===== config.mk =====
export PLATFORM = sky130hd
export DESIGN_NAME = uart_calc_soc
export DESIGN_NICKNAME = d
export VERILOG_FILES = /design/src/rtl/uart_calc_soc.sv
export SDC_FILE = /design/constraint.sdc
export NUM_CORES = 1
export LEC_CHECK = 0
export CAP_MARGIN = 0
export CORE_MARGIN = 2
export CORE_UTILIZATION = 65
export CTS_CLUSTER_DIAMETER = 60
export DETAILED_ROUTE_END_ITERATION = 10
export PLACE_DENSITY = 0.84
export SLEW_MARGIN = 15
export SYNTH_ARGS = -nofsm -noshare
export SYNTH_HDL_FRONTEND = slang
export SYNTH_SLANG_ARGS = --single-unit

===== constraint.sdc =====
create_clock -name clk -period 8.5 [get_ports clk]
set_input_delay 1.7 -clock clk [delete_from_list [all_inputs] [get_ports clk]]
set_output_delay 1.7 -clock clk [all_outputs]
set_load 0.005 [all_outputs]

===== src/rtl/uart_calc_soc.sv =====
// uart_calc_soc: 8N1 UART calculator, "AAopBB" in, decimal result + CR LF out.
// Build option ECHO_EN: retransmit every byte received while parsing.
module uart_calc_soc #(
  parameter int CLKS_PER_BIT = 1250
) (
  input  logic clk,
  input  logic resetn,
  input  logic RXD,
  output logic TXD,
  output logic LEDS
);

  localparam int CW = $clog2(CLKS_PER_BIT + 1);
  localparam logic [CW-1:0] CNT_END = CW'(CLKS_PER_BIT - 1);
  localparam logic [CW-1:0] CNT_MID = CW'(CLKS_PER_BIT / 2 - 1);

  localparam logic [1:0] R_IDLE  = 2'd0;
  localparam logic [1:0] R_START = 2'd1;
  localparam logic [1:0] R_DATA  = 2'd2;
  localparam logic [1:0] R_STOP  = 2'd3;

  localparam logic [2:0] S_A1   = 3'd0;
  localparam logic [2:0] S_A2   = 3'd1;
  localparam logic [2:0] S_OP   = 3'd2;
  localparam logic [2:0] S_B1   = 3'd3;
  localparam logic [2:0] S_B2   = 3'd4;
  localparam logic [2:0] S_CALC = 3'd5;
  localparam logic [2:0] S_SEND = 3'd6;

  localparam logic [1:0] P_EVAL = 2'd0;
  localparam logic [1:0] P_DIV  = 2'd1;
  localparam logic [1:0] P_CONV = 2'd2;
  localparam logic [1:0] P_TAIL = 2'd3;

  // ---------------- receiver ----------------
  logic          rx_s1_q, rx_s2_q, rx_s3_q;
  logic [1:0]    rx_st_q;
  logic [CW-1:0] rx_cnt_q;
  logic [2:0]    rx_bit_q;
  logic [7:0]    rx_sh_q;
  logic          rx_valid_q;

  // Two-flop synchronizer plus a delayed copy for falling-edge detect
  always_ff @(posedge clk or negedge resetn) begin
    if (!resetn) begin
      rx_s1_q <= 1'b1;
      rx_s2_q <= 1'b1;
      rx_s3_q <= 1'b1;
    end else begin
      rx_s1_q <= RXD;
      rx_s2_q <= rx_s1_q;
      rx_s3_q <= rx_s2_q;
    end
  end

  // Frame receiver: start re-check at half bit, then mid-bit sampling
  always_ff @(posedge clk or negedge resetn) begin
    if (!resetn) begin
      rx_st_q    <= R_IDLE;
      rx_cnt_q   <= '0;
      rx_bit_q   <= '0;
      rx_sh_q    <= '0;
      rx_valid_q <= 1'b0;
    end else begin
      rx_valid_q <= 1'b0;
      unique case (rx_st_q)
        R_IDLE: begin
          if (rx_s3_q && !rx_s2_q) begin
            rx_st_q  <= R_START;
            rx_cnt_q <= '0;
          end
        end
        R_START: begin
          if (rx_cnt_q == CNT_MID) begin
            rx_cnt_q <= '0;
            rx_bit_q <= '0;
            rx_st_q  <= rx_s2_q ? R_IDLE : R_DATA;
          end else begin
            rx_cnt_q <= rx_cnt_q + 1'b1;
          end
        end
        R_DATA: begin
          if (rx_cnt_q == CNT_END) begin
            rx_cnt_q <= '0;
            rx_sh_q  <= {rx_s2_q, rx_sh_q[7:1]};
            rx_bit_q <= rx_bit_q + 1'b1;
            if (rx_bit_q == 3'd7) rx_st_q <= R_STOP;
          end else begin
            rx_cnt_q <= rx_cnt_q + 1'b1;
          end
        end
        R_STOP: begin
          if (rx_cnt_q == CNT_END) begin
            rx_cnt_q   <= '0;
            rx_valid_q <= rx_s2_q;
            rx_st_q    <= R_IDLE;
          end else begin
            rx_cnt_q <= rx_cnt_q + 1'b1;
          end
        end
        default: rx_st_q <= R_IDLE;
      endcase
    end
  end

  // ---------------- transmitter ----------------
  logic          tx_busy_q, txd_q;
  logic [CW-1:0] tx_cnt_q;
  logic [3:0]    tx_bit_q;
  logic [8:0]    tx_sh_q;
  logic          tx_last, tx_ready, tx_req, tx_go;
  logic [7:0]    tx_data;

  assign tx_last  = tx_busy_q && (tx_bit_q == 4'd9)
                 && (tx_cnt_q == CNT_END);
  assign tx_ready = !tx_busy_q || tx_last;
  assign tx_go    = tx_req && tx_ready;

  // Frame transmitter; a new byte loads in the last stop-bit cycle
  always_ff @(posedge clk or negedge resetn) begin
    if (!resetn) begin
      tx_busy_q <= 1'b0;
      txd_q     <= 1'b1;
      tx_cnt_q  <= '0;
      tx_bit_q  <= '0;
      tx_sh_q   <= '1;
    end else if (tx_go) begin
      tx_busy_q <= 1'b1;
      txd_q     <= 1'b0;
      tx_cnt_q  <= '0;
      tx_bit_q  <= '0;
      tx_sh_q   <= {1'b1, tx_data};
    end else if (tx_busy_q) begin
      if (tx_cnt_q == CNT_END) begin
        tx_cnt_q <= '0;
        if (tx_bit_q == 4'd9) begin
          tx_busy_q <= 1'b0;
          txd_q     <= 1'b1;
        end else begin
          txd_q    <= tx_sh_q[0];
          tx_sh_q  <= {1'b1, tx_sh_q[8:1]};
          tx_bit_q <= tx_bit_q + 1'b1;
        end
      end else begin
        tx_cnt_q <= tx_cnt_q + 1'b1;
      end
    end
  end

  // ---------------- parser / calculator ----------------
  logic [2:0]  st_q;
  logic [1:0]  ph_q;
  logic [6:0]  a_q, b_q;
  logic [1:0]  op_q;
  logic [13:0] mag_q;
  logic [1:0]  pw_q;
  logic [3:0]  dig_q;
  logic        lead_q, crlf_q;
  logic [6:0]  rem_q, dvd_q;
  logic [5:0]  quo_q;
  logic [2:0]  dcnt_q;
  logic [7:0]  buf_q [0:7];
  logic [2:0]  blen_q, bidx_q;

  logic [7:0]  rb;
  logic [3:0]  dval;
  logic        is_dig, is_ws, is_op;
  logic [1:0]  opc;
  logic        rx_take, recv, bad, err_now;
  logic [13:0] res, pwv;
  logic [7:0]  dv_r;
  logic        dv_ge;
  logic        echo_v;
  logic [7:0]  echo_b;

  function automatic logic [6:0] dec(input logic [3:0] hi,
                                     input logic [3:0] lo);
    return {hi, 3'b000} + {2'b00, hi, 1'b0} + {3'b000, lo};
  endfunction

  assign rb     = rx_sh_q;
  assign dval   = rb[3:0];
  assign is_dig = (rb >= 8'h30) && (rb <= 8'h39);
  assign is_ws  = (rb == 8'h0D) || (rb == 8'h0A) || (rb == 8'h20);

  // Operator byte decode
  always_comb begin
    is_op = 1'b1;
    opc   = 2'd0;
    unique case (rb)
      8'h2B:   opc = 2'd0;
      8'h2D:   opc = 2'd1;
      8'h2A:   opc = 2'd2;
      8'h2F:   opc = 2'd3;
      default: is_op = 1'b0;
    endcase
  end

  assign rx_take = rx_valid_q && (st_q <= S_B2);
  assign recv    = rx_take && !is_ws;
  assign bad     = (st_q == S_OP) ? !is_op : !is_dig;
  assign err_now = (recv && bad)
                || ((st_q == S_CALC) && (ph_q == P_EVAL)
                    && (op_q == 2'd3) && (b_q == 7'd0));

  // Add/sub/mul result, two's complement in 14 bits
  always_comb begin
    res = '0;
    unique case (op_q)
      2'd0:    res = {7'b0, a_q} + {7'b0, b_q};
      2'd1:    res = {7'b0, a_q} - {7'b0, b_q};
      2'd2:    res = {7'b0, a_q} * {7'b0, b_q};
      default: res = '0;
    endcase
  end

  // Decimal place weight for the subtraction formatter
  always_comb begin
    pwv = 14'd1;
    unique case (pw_q)
      2'd0:    pwv = 14'd1000;
      2'd1:    pwv = 14'd100;
      2'd2:    pwv = 14'd10;
      default: pwv = 14'd1;
    endcase
  end

  assign dv_r  = {rem_q, dvd_q[6]};
  assign dv_ge = dv_r >= {1'b0, b_q};

`ifdef ECHO_EN
  logic       echo_v_q;
  logic [7:0] echo_q;

  // One-byte echo slot; it always wins the transmitter over results
  always_ff @(posedge clk or negedge resetn) begin
    if (!resetn) begin
      echo_v_q <= 1'b0;
      echo_q   <= '0;
    end else if (rx_take) begin
      echo_v_q <= 1'b1;
      echo_q   <= rb;
    end else if (tx_go) begin
      echo_v_q <= 1'b0;
    end
  end

  assign echo_v = echo_v_q;
  assign echo_b = echo_q;
`else
  assign echo_v = 1'b0;
  assign echo_b = 8'h00;
`endif

  assign tx_req  = echo_v || ((st_q == S_SEND) && (bidx_q != blen_q));
  assign tx_data = echo_v ? echo_b : buf_q[bidx_q];

  // Parse operands, evaluate, format digits, then stream the buffer
  always_ff @(posedge clk or negedge resetn) begin
    if (!resetn) begin
      st_q   <= S_A1;
      ph_q   <= P_EVAL;
      a_q    <= '0;
      b_q    <= '0;
      op_q   <= '0;
      mag_q  <= '0;
      pw_q   <= '0;
      dig_q  <= '0;
      lead_q <= 1'b0;
      crlf_q <= 1'b0;
      rem_q  <= '0;
      dvd_q  <= '0;
      quo_q  <= '0;
      dcnt_q <= '0;
      blen_q <= '0;
      bidx_q <= '0;
      for (int i = 0; i < 8; i++) buf_q[i] <= '0;
    end else begin
      unique case (st_q)
        S_A1: if (recv && !bad) begin
          a_q  <= {3'b0, dval};
          st_q <= S_A2;
        end
        S_A2: if (recv && !bad) begin
          a_q  <= dec(a_q[3:0], dval);
          st_q <= S_OP;
        end
        S_OP: if (recv && !bad) begin
          op_q <= opc;
          st_q <= S_B1;
        end
        S_B1: if (recv && !bad) begin
          b_q  <= {3'b0, dval};
          st_q <= S_B2;
        end
        S_B2: if (recv && !bad) begin
          b_q    <= dec(b_q[3:0], dval);
          st_q   <= S_CALC;
          ph_q   <= P_EVAL;
          blen_q <= '0;
          bidx_q <= '0;
          crlf_q <= 1'b0;
        end
        S_CALC: begin
          unique case (ph_q)
            P_EVAL: begin
              pw_q   <= '0;
              dig_q  <= '0;
              lead_q <= 1'b0;
              if (op_q == 2'd3) begin
                ph_q   <= P_DIV;
                dvd_q  <= a_q;
                rem_q  <= '0;
                quo_q  <= '0;
                dcnt_q <= '0;
              end else begin
                mag_q <= res[13] ? -res : res;
                ph_q  <= P_CONV;
                if (res[13]) begin
                  buf_q[0] <= 8'h2D;
                  blen_q   <= 3'd1;
                end
              end
            end
            P_DIV: begin
              rem_q  <= dv_ge ? 7'(dv_r - {1'b0, b_q}) : dv_r[6:0];
              dvd_q  <= {dvd_q[5:0], 1'b0};
              quo_q  <= {quo_q[4:0], dv_ge};
              dcnt_q <= dcnt_q + 1'b1;
              if (dcnt_q == 3'd6) begin
                mag_q <= {7'b0, quo_q, dv_ge};
                ph_q  <= P_CONV;
              end
            end
            P_CONV: begin
              if (pw_q == 2'd3) begin
                buf_q[blen_q] <= {4'h3, mag_q[3:0]};
                blen_q        <= blen_q + 1'b1;
                ph_q          <= P_TAIL;
              end else if (mag_q >= pwv) begin
                mag_q <= mag_q - pwv;
                dig_q <= dig_q + 1'b1;
              end else begin
                if (lead_q || (dig_q != 4'd0)) begin
                  buf_q[blen_q] <= {4'h3, dig_q};
                  blen_q        <= blen_q + 1'b1;
                  lead_q        <= 1'b1;
                end
                dig_q <= '0;
                pw_q  <= pw_q + 1'b1;
              end
            end
            P_TAIL: begin
              buf_q[blen_q] <= crlf_q ? 8'h0A : 8'h0D;
              blen_q        <= blen_q + 1'b1;
              crlf_q        <= 1'b1;
              if (crlf_q) begin
                st_q   <= S_SEND;
                bidx_q <= '0;
              end
            end
            default: ph_q <= P_EVAL;
          endcase
        end
        S_SEND: begin
          if (tx_go && !echo_v) bidx_q <= bidx_q + 1'b1;
          if ((bidx_q == blen_q) && !tx_busy_q && !echo_v)
            st_q <= S_A1;
        end
        default: st_q <= S_A1;
      endcase
      if (err_now) begin
        buf_q[0] <= 8'h45;
        buf_q[1] <= 8'h52;
        buf_q[2] <= 8'h52;
        buf_q[3] <= 8'h0D;
        buf_q[4] <= 8'h0A;
        blen_q   <= 3'd5;
        bidx_q   <= '0;
        st_q     <= S_SEND;
      end
    end
  end

  assign TXD  = txd_q;
  assign LEDS = (st_q != S_A1);

endmodule


==> flow_summary.json, run 1 <==
{
  "antenna_cells": 0,
  "min_period_over_period": 0.684,
  "finalHoldViolCount": 0,
  "vias": 10314,
  "antenna_left": 0,
  "cp_cell_sequence": "ha_1, fa_1, inv_1, fa_1, inv_1, fa_1, inv_1, fa_1, inv_1, ha_1, nand4_1, and2_4, o31a_4, mux2i_4, nor3_1, o41ai_4, o21ai_0, a22o_1",
  "dieArea_um2": 20800,
  "final_cell_mix": "nand2_1, dfrtp_1, o21ai_0",
  "path_max_fanout": 13,
  "yosysSeqAreaShare": 0.338,
  "async_reset_ff_frac": 1.00,
  "routed_wl_mm": 29.4,
  "netlist_area_um2": 12800,
  "placeableCoreArea_um2": 19400,
  "insertion_delay_ns": 0.45,
  "nets": 1489,
  "htree_levels": 4,
  "cp-end-kind": "register",
  "yosys_warnings": 0,
  "hpwl_mm": 20.8,
  "hold_buffers": 0,
  "required_ns": 8.83,
  "dp_slack_ns": 2.75,
  "grt_pass1_wl_mm": 49.7,
  "finalClockSkew_ns": 0.0183,
  "grt_pass1_vias": 10025,
  "gp_congestion": 0.906,
  "ys_ff_latch": 172,
  "max-slew-margin-rel": 0.309,
  "avgSynthCellArea_um2": 9.25,
  "arrival_ns": 6.14,
  "cts.clk_slew.worst_paths_ns": 0.08,
  "cap_violations": 0,
  "critical_path_class": "reg -> reg",
  "initial_core_util": 0.659,
  "rsz0062_at_grt": "false",
  "die_w_um": 144,
  "synth_edf_count": 0,
  "final_layout_size_suffix_gt1_frac": 0.0922,
  "drt-wirelength-per-cell_um": 18.0,
  "synth_ff_type": "dfrtp_1",
  "powerDensity_nw_per_um2": 129,
  "drc": 0,
  "slew_viol_final": 0,
  "finish.utilization": 0.699,
  "max_clock_freq_mhz": 172,
  "syn_inst": 1382,
  "final.setup.worst_slack_ns": 2.68,
  "cts_tree": "yes",
  "antenna_found_initial": 0,
  "max-vdd-ir-drop_uv": 139,
  "cts_buffers": 17,
  "die_y_um": 144,
  "period_minus_slack_ns": 5.82,
  "io_buffers": 4,
  "outcome": "finished, final reports clean",
  "yosys.area.top_type": "dfrtp_1",
  "tightest_slew_ns": 1.03,
  "via_per_inst": 6.32,
  "clock-sinks": 172,
  "crit_slowest_cell": "o41ai_4",
  "grtUsageTotal": 0.301,
  "grt_max_degree": 95,
  "final_common_cell": "nand2_1",
  "syn2layout_area_growth_pct": 6.06,
  "dr.first_iter.drc_count": 991,
  "cts_resized": 0,
  "overflow": 0,
  "ctsLongestPathBuffers": 2,
  "finalSetupViolCount": 0,
  "critPathMaxStageDelay_ns": 0.66,
  "dr.pass1.iters": 6,
  "synthTopCellsByArea": "dfrtp_1, ha_1, o21ai_0",
  "fin_tns_setup_ns": 0,
  "io_pins": 5,
  "synth_top_area_frac": 0.313,
  "syn_nets": 1518,
  "critPathLaunchType": "register",
  "post_cts_buffers": 0,
  "rows": 51,
  "p_leak_nw": 6.23,
  "hold_class": "reg -> reg",
  "synth_cell_types": 92,
  "clockRootBuffer": "clkbuf_16"
}
==> kinds of logic (layout without fill, tap and decap cells) <==
| logic type | count (synthesis) | after routing | synth area share |
|---|---|---|---|
| flops | 172 | 172 | 0.338 |
| fa+ha+maj | 133 | 133 | 0.149 |
| simple gates | 464 | 464 | 0.180 |
| compound gates | 364 | 364 | 0.191 |
| mux | 70 | 70 | 0.0689 |
| buf+inv | 139 | 123 | 0.0455 |
| xor+xnor | 40 | 40 | 0.0274 |
==> cells in the mapped netlist (7+ instances only) <==
| cell type | number |
|---|---|
| a32o_1 | 7 |
| nand2b_1 | 21 |
| a31oi_1 | 7 |
| o31ai_1 | 13 |
| xor2_1 | 19 |
| xnor2_1 | 21 |
| ha_1 | 101 |
| o211ai_1 | 9 |
| nor2b_1 | 19 |
| buf_2 | 9 |
| nor3_1 | 21 |
| and2_1 | 32 |
| a21oi_1 | 72 |
| nand4_1 | 11 |
| mux2_2 | 20 |
| clkbuf_1 | 39 |
| inv_1 | 80 |
| dfstp_2 | 12 |
| dfrtp_1 | 160 |
| or3_1 | 11 |
| o21ai_1 | 7 |
| mux2i_1 | 34 |
| nor2_1 | 93 |
| o21ai_0 | 135 |
| mux4_2 | 11 |
| a21o_1 | 13 |
| nand3_1 | 34 |
| a22oi_1 | 10 |
| nand2_1 | 161 |
| fa_1 | 32 |
| and3_1 | 16 |
==> critical path, delay by kind of cell (launching register included) <==
kind	cells	cell delay (ns)
adders and majority gates	6	2.74
AOI/OAI and AO/OA	4	1.45
DFF	1	0.53
and+or+nand+nor	3	0.52
muxes	1	0.24
buffers and inverters	4	0.19
==> sequential cells by signal, indices dropped and copies added (netlist names), 8 cells and up <==
signal	flops
buf_q	47
mag_q	14
rb	8
rx_cnt_q	11
tx_cnt_q	11
tx_sh_q	8
==> cell type report <==
cell class	count	area [um^2]
repair buffers	11	93.8
multi-input cells	1071	7880
flip-flops and latches	172	4320
inverters	80	300
fillers	1480	5850
well taps	265	332
clock buffers	20	457
clock inverters	12	170
==> routing by layer <==
metal,GRT usage,vias up,part of all wire
met4,0.112,0,0.028
met1,0.408,5036,0.43
met3,0.0599,67,0.060
met5,0,-,0
li1,-,4857,-
met2,0.482,354,0.48
==> power breakdown <==
group          internal [mW]  switching (mW)
clock network          0.488           0.356
logic                 0.0182          0.0383
registers              0.834          0.0170
==> metrics by stage <==
step | hold slack, ns | instances | power, mW | cell area, um^2
floorplan | 0.345 | 1382 | 0.893 | 12800
global placement | 0.347 | 1599 | 0.918 | 12900
detailed placement | 0.351 | 1599 | 0.923 | 12900
CTS | 0.361 | 1631 | 1.76 | 13500
global route | 0.368 | 1631 | 1.81 | 13600
finish | 0.362 | 1631 | 1.75 | 13600
==> final timing paths <==
path                       startpoint        end  slack, ns  cells after the start
setup / recovery               a_q[3]  buf_q[61]       2.68                     18
hold / removal                rx_s1_q    rx_s2_q       0.36                      0
setup reg to reg               a_q[3]  buf_q[61]       2.68                     18
hold reg to reg               rx_s1_q    rx_s2_q       0.36                      0
max in group asynchronous      resetn  bidx_q[2]       5.68                      2
min in group asynchronous      resetn  mag_q[11]       1.30                      1
(Power assumes the default switching activity.)
==> inputs of run 2 (changes only) <==
--- a/config.mk
+++ b/config.mk
@@ -7,10 +7,10 @@
 export LEC_CHECK = 0
 export CAP_MARGIN = 0
 export CORE_MARGIN = 2
-export CORE_UTILIZATION = 65
+export CORE_UTILIZATION = 59
 export CTS_CLUSTER_DIAMETER = 60
 export DETAILED_ROUTE_END_ITERATION = 10
-export PLACE_DENSITY = 0.84
+export PLACE_DENSITY = 0.81
 export SLEW_MARGIN = 15
 export SYNTH_ARGS = -nofsm -noshare
 export SYNTH_HDL_FRONTEND = slang
==> constraint.sdc (replaced) <==
create_clock -name clk -period 5.2 [get_ports clk]
set_input_delay 1.04 -clock clk [delete_from_list [all_inputs] [get_ports clk]]
set_output_delay 1.04 -clock clk [all_outputs]
set_load 0.005 [all_outputs]
==> run 2 against run 1 <==
Against the previous run:
- clock-buffer cell count shrank 3
- maximum frequency grew 16%
- core utilization shrank 3.8 points
- critical path depth grew 1
- wire length grew 0.74%
- register-to-register slack lost 2.5 ns
- highest routed layer unchanged
- largest cell class unchanged
- clock power grew 58%
- final cell count grew 3.2%
- flip-flop and latch count is the same
- sequential power grew 63%
- setup slack lost 2.5 ns
==> flow_summary.json, run 2 (synthesis results as in run 1) <==
{
  "final_common_cell": "nand2_1",
  "finalSetupViolCount": 0,
  "cap_violations": 0,
  "hold_buffers": 0,
  "gp_congestion": 0.894,
  "grt_max_degree": 92,
  "tightest_slew_ns": 1.09,
  "dr.pass1.iters": 5,
  "antenna_left": 0,
  "io_pins": 5,
  "routed_wl_mm": 29.7,
  "powerDensity_nw_per_um2": 201,
  "p_switching_uw": 719,
  "dieArea_um2": 22900,
  "antenna_cells": 0,
  "intPower_mw": 2.09,
  "max-slew-margin-rel": 0.270,
  "dp_slack_ns": -0.0846,
  "final_cell_mix": "nand2_1, dfrtp_1, o21ai_0",
  "slew_viol_final": 0,
  "critical_path_class": "reg -> reg",
  "placeableCoreArea_um2": 21200,
  "clockRootBuffer": "clkbuf_16",
  "grtUsageTotal": 0.276,
  "vias": 10389,
  "cts.clk_slew.worst_paths_ns": 0.08,
  "combPwrFrac": 0.032,
  "largestRegisters": "buf_q: 47 flops, mag_q: 14 flops",
  "nets": 1531,
  "required_ns": 5.57,
  "hpwl_mm": 21.4,
  "via_per_inst": 6.17,
  "p_clk_frac": 0.473,
  "syn2layout_area_growth_pct": 9.29,
  "final.setup.worst_slack_ns": 0.187,
  "clock-sinks": 172,
  "finalHoldViolCount": 0,
  "antenna_found_initial": 0,
  "grt_pass1_wl_mm": 50.2,
  "io_buffers": 4,
  "cp-end-kind": "register",
  "p_total_mw": 2.81,
  "insertion_delay_ns": 0.44,
  "drc": 0,
  "final_cell_area_um2": 14000,
  "critPathLaunchType": "register",
  "ctsLongestPathBuffers": 2,
  "regMostFlops": "buf_q",
  "hold_class": "reg -> reg",
  "period_minus_slack_ns": 5.01,
  "path_max_fanout": 8,
  "initial_core_util": 0.604,
  "rows": 53,
  "cts_buffers": 17,
  "grt_pass1_vias": 10294,
  "arrival_ns": 5.38,
  "place_area_um2": 13300,
  "finalClockSkew_ns": 0.0116,
  "dr.first_iter.drc_count": 669,
  "cts_tree": "yes",
  "hold_ws_ns": 0.357,
  "p_leak_nw": 6.44,
  "outcome": "finished, final reports clean",
  "finish.utilization": 0.660,
  "overflow": 0,
  "max_clock_freq_mhz": 199,
  "largest_reg_flops": 47,
  "sw_frac_of_total": 0.256,
  "drt-wirelength-per-cell_um": 17.6,
  "htree_levels": 4,
  "seqPwrFrac": 0.495,
  "min_period_over_period": 0.964,
  "die_w_um": 151,
  "final_layout_size_suffix_gt1_frac": 0.131,
  "die_y_um": 151,
  "max-vdd-ir-drop_uv": 256
}
-- run 2: critical path, cell delays in order (launching register included) --
cell and delay, ns:
dfrtp_1 0.41, buf_4 0.16, and2_1 0.17, fa_1 0.52
fa_1 0.56, inv_1 0.06, fa_1 0.53, inv_1 0.04
ha_1 0.32, ha_4 0.29, buf_4 0.13, nand4_1 0.12
o31a_4 0.38, mux2i_4 0.23, buf_6 0.13, nor2_1 0.06
buf_4 0.17, o21a_1 0.19, o32a_1 0.32, o21ai_1 0.13
-- run 2: stage by stage --
stage                     setup TNS [ns]  cells
after floorplan                        0   1382
after detailed placement          -0.418   1650
final                                  0   1683
after global routing            -0.00721   1683
after global placement                 0   1650
after CTS                              0   1683
-- run 2: power by group through the flow --
stage | Clock, mW | Combinational (mW) | Sequential, mW
2_1_floorplan | 0 | 0.0511 | 1.41
3_3_place_gp | 0 | 0.0879 | 1.41
3_5_place_dp | 0 | 0.0940 | 1.41
4_1_cts | 1.35 | 0.0939 | 1.39
5_1_grt | 1.40 | 0.109 | 1.39
6_report | 1.33 | 0.0912 | 1.39
-- run 2: timing repair --
action	4_1_cts	5_1_grt
pin swaps	3	10
setup endpoints to repair	9	19
gates resized for setup	6	12
endpoints found under the hold margin	0	0
setup buffers	1	0
-- run 2: path summary, 6_finish.rpt --
path                         start        end  cells after the start  slack (ns)
max in group asynchronous   resetn    rx_s1_q                      2        3.60
min reg2reg                rx_s1_q    rx_s2_q                      0        0.36
max reg2reg                 a_q[1]   mag_q[8]                     19        0.19
min in group asynchronous   resetn  mag_q[11]                      1        0.62
min                        rx_s1_q    rx_s2_q                      0        0.36
max                         a_q[1]   mag_q[8]                     19        0.19
-- run 2: metal layers --
metal / global-route usage / routed length [um] / vias up
li1: - / - / 4950
met1: 0.372 / 13200 / 5078
met2: 0.460 / 14300 / 297
met3: 0.0425 / 1420 / 64
met4: 0.0874 / 702 / 0
met5: 0 / 0 / -
-- run 2: layout make-up --
class	instances	area, um^2
Clock buffer	17	425
Clock inverter	15	196
Fill cell	1590	7190
Inverter	80	300
Multi-Input combinational cell	1071	7960
Sequential cell	172	4320
Tap cell	275	344
Timing Repair Buffer	53	425
==> inputs of run 3 (changes only) <==
--- a/config.mk
+++ b/config.mk
@@ -8,8 +8,10 @@
 export CAP_MARGIN = 0
 export CORE_MARGIN = 2
 export CORE_UTILIZATION = 59
-export CTS_CLUSTER_DIAMETER = 60
+export CTS_CLUSTER_DIAMETER = 120
 export DETAILED_ROUTE_END_ITERATION = 10
+export GPL_ROUTABILITY_DRIVEN = 0
+export MAX_ROUTING_LAYER = met4
 export PLACE_DENSITY = 0.81
 export SLEW_MARGIN = 15
 export SYNTH_ARGS = -nofsm -noshare
==> run 3 against run 2 <==
Against the previous run:
- maximum frequency down 0.94%
- flip-flop and latch count unchanged
- non-clock buffer count up 3
- clock-buffer cell count unchanged
- wire length up 0.88%
- cell area about the same
- critical path depth up 1
- total power up 0.32%
- largest power group unchanged
- highest routed layer unchanged
==> flow_summary.json, run 3 (synthesis results as in run 1) <==
{
  "worst_r2r_startpoint": "a_q[5]",
  "max-slew-margin-rel": 0.201,
  "grt_pass1_wl_mm": 49.5,
  "required_ns": 5.55,
  "period_minus_slack_ns": 5.06,
  "critPathMaxStageDelay_ns": 0.52,
  "grt_use_met2": 0.455,
  "overflow": 0,
  "crit_buf_inv": 6,
  "finalClockSkew_ns": 0.0148,
  "finalHoldViolCount": 0,
  "grt_use_met3": 0.0476,
  "finalSetupViolCount": 0,
  "dieArea_um2": 22900,
  "sw_frac_of_total": 0.259,
  "io_buffers": 4,
  "final.setup.worst_slack_ns": 0.139,
  "critical_path_class": "reg -> reg",
  "io_pins": 5,
  "cp_cell_sequence": "and2_4, fa_1, inv_1, fa_1, inv_2, fa_1, inv_1, fa_1, inv_2, ha_4, buf_4, a21oi_2, and2_4, buf_4, a21oi_1, a211o_2, a2111oi_4, nand3_1, mux2_4, o31ai_4",
  "cts_buffers": 17,
  "htree_levels": 4,
  "hold_buffers": 0,
  "rows": 53,
  "via_per_inst": 6.22,
  "regMostFlops": "buf_q",
  "final_cell_mix": "nand2_1, dfrtp_1, o21ai_0",
  "tightest_slew_ns": 1.20,
  "seqPwrFrac": 0.494,
  "antenna_found_initial": 0,
  "arrival_ns": 5.41,
  "routed_wl_mm": 29.9,
  "path_max_fanout": 3,
  "initial_core_util": 0.604,
  "slew_viol_final": 0,
  "cp-startpoint": "a_q[5]",
  "crit_slowest_cell": "fa_1",
  "drc": 0,
  "insertion_delay_ns": 0.44,
  "largest_reg_flops": 47,
  "clock-sinks": 172,
  "place_area_um2": 13300,
  "antenna_cells": 0,
  "cts.clk_slew.worst_paths_ns": 0.07,
  "crit_family": "adder cells",
  "hp-start": "rx_s1_q",
  "outcome": "finished, final reports clean",
  "p_switching_uw": 729,
  "max-vdd-ir-drop_uv": 239,
  "clockRootBuffer": "clkbuf_16",
  "cts_tree": "yes",
  "ctsLongestPathBuffers": 2,
  "antenna_left": 0,
  "powerDensity_nw_per_um2": 202,
  "cpMostUsedCell": "fa_1",
  "placeableCoreArea_um2": 21200,
  "cp-end-kind": "register",
  "die_y_um": 151,
  "max_clock_freq_mhz": 198,
  "nets": 1534,
  "cap_violations": 0,
  "hold_class": "reg -> reg",
  "final_cell_area_um2": 14000,
  "vias": 10487,
  "dr.first_iter.drc_count": 819,
  "intPower_mw": 2.09,
  "grt_max_degree": 106,
  "grt_pass1_vias": 10218,
  "grtUsageMet1": 0.363,
  "syn2layout_area_growth_pct": 9.37,
  "hpwl_mm": 21.4,
  "dp_slack_ns": -0.166,
  "final_layout_size_suffix_gt1_frac": 0.133,
  "p_clk_frac": 0.475,
  "busiest_layer": "met2",
  "p_leak_nw": 6.46,
  "dr.pass1.iters": 8,
  "largestRegisters": "buf_q: 47 flops, mag_q: 14 flops",
  "grtUsageTotal": 0.279,
  "min_period_over_period": 0.973,
  "critPathLaunchType": "register",
  "drt-wirelength-per-cell_um": 17.7,
  "final_common_cell": "nand2_1",
  "die_w_um": 151,
  "combPwrFrac": 0.031,
  "r2r_slack_ns": 0.14
}
run 3: worst register-to-register path: stages, from the launching register on:
cell and delay, ns:
dfrtp_1 0.39, and2_4 0.16, fa_1 0.52, inv_1 0.05
fa_1 0.52, inv_2 0.04, fa_1 0.47, inv_1 0.05
fa_1 0.48, inv_2 0.05, ha_4 0.24, buf_4 0.14
a21oi_2 0.14, and2_4 0.16, buf_4 0.10, a21oi_1 0.06
a211o_2 0.37, a2111oi_4 0.37, nand3_1 0.15, mux2_4 0.33
o31ai_4 0.16
run 3: final cells by class:
class | count | area (um^2)
Tap cell | 275 | 344
Clock inverter | 15 | 195
Clock buffer | 17 | 425
Inverter | 80 | 300
Timing Repair Buffer | 56 | 432
Fill cell | 1624 | 7180
Multi-Input combinational cell | 1071 | 7960
Sequential cell | 172 | 4320
run 3: repair_timing:
action,4_1_cts,5_1_grt
setup buffers,0,2
resized for setup,3,16
endpoints found under the setup margin,10,21
pin swaps,0,12
run 3: layer usage:
metal | part of all wire | wire length [um] | vias to the layer above
met5 | 0 | 0 | -
met1 | 0.44 | 13000 | 5169
met3 | 0.055 | 1640 | 53
met2 | 0.49 | 14700 | 321
li1 | - | - | 4944
met4 | 0.020 | 591 | 0
run 3: worst paths after layout:
kind                       cells after the start   endpoint
setup / recovery                              20  mag_q[12]
hold / removal                                 0    rx_s2_q
setup reg to reg                              20  mag_q[12]
hold reg to reg                                0    rx_s2_q
max in group asynchronous                      2   buf_q[8]
min in group asynchronous                      1  mag_q[10]
run 3: power by group through the flow:
stage | registers [mW] | logic, mW | clock network (mW)
3_3_place_gp | 1.41 | 0.0877 | 0
6_report | 1.39 | 0.0885 | 1.34
2_1_floorplan | 1.41 | 0.0511 | 0
3_5_place_dp | 1.42 | 0.0919 | 0
5_1_grt | 1.40 | 0.108 | 1.41
4_1_cts | 1.39 | 0.0920 | 1.35
run 3: stage by stage:
stage                     hold slack (ns)  utilization  std cells  total power [mW]  TNS [ns]
after floorplan                     0.345            -       1382              1.46         0
after global placement              0.345        0.627       1652              1.50  -0.00283
after detailed placement            0.351        0.627       1652              1.51    -0.781
after CTS                           0.364        0.657       1684              2.83   -0.0904
after global routing                0.372        0.661       1686              2.91  -0.00195
final                               0.368        0.661       1686              2.82         0
==> RTL edit: new RTL, flow settings as in run 3 <==
Change the parameter `CLKS_PER_BIT` from 1250 to 312.
--- a/src/rtl/uart_calc_soc.sv
+++ b/src/rtl/uart_calc_soc.sv
@@ -1,7 +1,7 @@
 // uart_calc_soc: 8N1 UART calculator, "AAopBB" in, decimal result + CR LF out.
 // Build option ECHO_EN: retransmit every byte received while parsing.
 module uart_calc_soc #(
-  parameter int CLKS_PER_BIT = 1250
+  parameter int CLKS_PER_BIT = 312
 ) (
   input  logic clk,
   input  logic resetn,
Check against the original RTL: same outputs for any inputs over 4 cycles, from zero or initial values and one cycle with resetn low; that may be too few to reach the edited logic, so the function may still have changed.
==> RTL edit against run 3 <==
- sequential cell count decreased by 4
- cell count decreased by 0.36%
- power decreased by 4.7%
- cell area decreased by 1.6%
- combinational power decreased by 18%
- area after synthesis decreased by 1.9%
- via count increased by 0.16%
- routed wire length decreased by 0.77%
- fmax increased by 0.38%
- worst setup slack improved by 0.019 ns
- critical path type unchanged
- critical endpoint is now mag_q[13]
==> RTL edit: results (changes against run 3) <==
[outcome]
outcome=finished, final reports clean

[routing]
met3_length_um=1500  ; -8.8%
wl_um=29700  ; -0.77%
top_layer_used=met4
dr.pass1.iters=6  ; -2
wl_met2_um=14600  ; -0.55%
drtIter0Drc=907  ; +11%
wl_per_cell_um=17.7  ; -0.42%
routed_via_density=6.25  ; +0.52%
drt-met1-wl_um=13200  ; +1.4%

[final_layout]
fin_util_pct=65.6  ; -0.45 points
layout-drive-gt1-share_pct=12.2  ; -1.1 points
nets=1525  ; -0.59%
fillCellCount=1666  ; +2.6%

[synth]
yosysUniqueCellTypes=81  ; -12%
ys_seq_area_share_pct=33.7  ; -0.13 points
synth_area_leaders=dfrtp_1 (31%), ha_1 (9.8%), fa_1 (5.1%), nand2_1 (4.8%), o21ai_0 (4.6%)
synthCells=1378  ; -0.29%
synth_commonest_cells=nand2_1 (161), dfrtp_1 (156), o21ai_0 (115)

[global_routing]
grt_pass1_wl_um=49500  ; about the same
grt_max_degree=89  ; -16%
first_global_vias=10100  ; -1.6%
antenna_found_initial=0  ; unchanged
grt_usage_pct=28.1  ; +0.25 points

[power]
swShare_pct=23.9  ; -1.9 points
p_leak_nw=6.48  ; +0.30%
peakVddDrop_mv=0.237  ; -0.74%

[sta]
tightest_slew_ns=0.989  ; -0.207 ns
skew_ns=0.0149  ; +0.0000410 ns

[placed_design]
dp_cells=1640  ; -0.73%
pre_cts_ws_ns=-0.335  ; -0.169 ns
hpwl_um=21200  ; -0.79%

[worst_setup_path]
critPathMaxFanout=11  ; +8

RTL edit: cell count changes in the layout (fill, tap and decap cells not counted), sizes merged, moves of 7 or more:
cell / run 3 / this run
o21ai: 145 / 118
a22oi: 10 / 3
mux2: 24 / 37
a32o: 7 / 0
inv: 87 / 80
a22o: 6 / 16
RTL edit: path summary, 6_finish.rpt:
path | startpoint | to | slack, ns | cells after the start
max | a_q[3] | mag_q[13] | 0.16 | 17
min | rx_s1_q | rx_s2_q | 0.36 | 0
max reg2reg | a_q[3] | mag_q[13] | 0.16 | 17
min reg2reg | rx_s1_q | rx_s2_q | 0.36 | 0
max in group asynchronous | resetn | rx_s1_q | 3.55 | 2
min in group asynchronous | resetn | mag_q[9] | 0.67 | 1
RTL edit: kinds of logic (layout without fill, tap and decap cells):
kind of cell / count (synthesis) / in the layout / synth area share (%)
AO/OA/AOI/OAI: 333 / 333 / 16.9
buffers and inverters: 134 / 161 / 4.07
AND/OR/NAND/NOR: 490 / 490 / 19.6
flip-flops: 168 / 168 / 33.7
XOR/XNOR: 38 / 38 / 2.66
multiplexers: 85 / 85 / 8.26
adder cells (fa/ha/maj): 130 / 130 / 14.9
RTL edit: routing by layer:
metal,global-route usage [%],vias up
li1,-,4955
met1,37.5,5195
met2,46.3,311
met3,3.90,43
met4,6.13,0
met5,-,-
RTL edit: final cells by class:
| cell class | count | area share [%] |
|---|---|---|
| inverters | 74 | 2.02 |
| well taps | 275 | 2.50 |
| multi-input cells | 1076 | 57.4 |
| clock inverters | 13 | 0.983 |
| clock buffers | 19 | 3.22 |
| repair buffers | 55 | 3.18 |
| flip-flops and latches | 168 | 30.7 |
RTL edit: worst max-delay path: stages (launching register included):
cell and delay [ns]:
dfrtp_1 0.38, buf_4 0.13, buf_4 0.17, and2_1 0.18
fa_1 0.48, fa_1 0.51, fa_1 0.50, ha_1 0.32
ha_1 0.36, buf_4 0.17, o21a_1 0.10, o21ai_2 0.17
a31oi_4 0.06, o41ai_2 0.34, xnor2_1 0.15, a2111o_1 0.38
or4_4 0.49, nand3_1 0.09
RTL edit: timing repair:
item                       4_1_cts  5_1_grt
resized for setup                6        9
setup buffers                    2        6
setup endpoints to repair       11       20
pin swaps                        2        8
hold buffers                     0        0
RTL edit: power by group through the flow:
stage               Combinational [mW]  Clock, mW  Sequential [mW]
finish                          0.0729       1.25             1.36
floorplan                       0.0386          0             1.38
global route                    0.0883       1.32             1.36
global placement                0.0719          0             1.38
CTS                             0.0759       1.26             1.36
detailed placement              0.0761          0             1.38
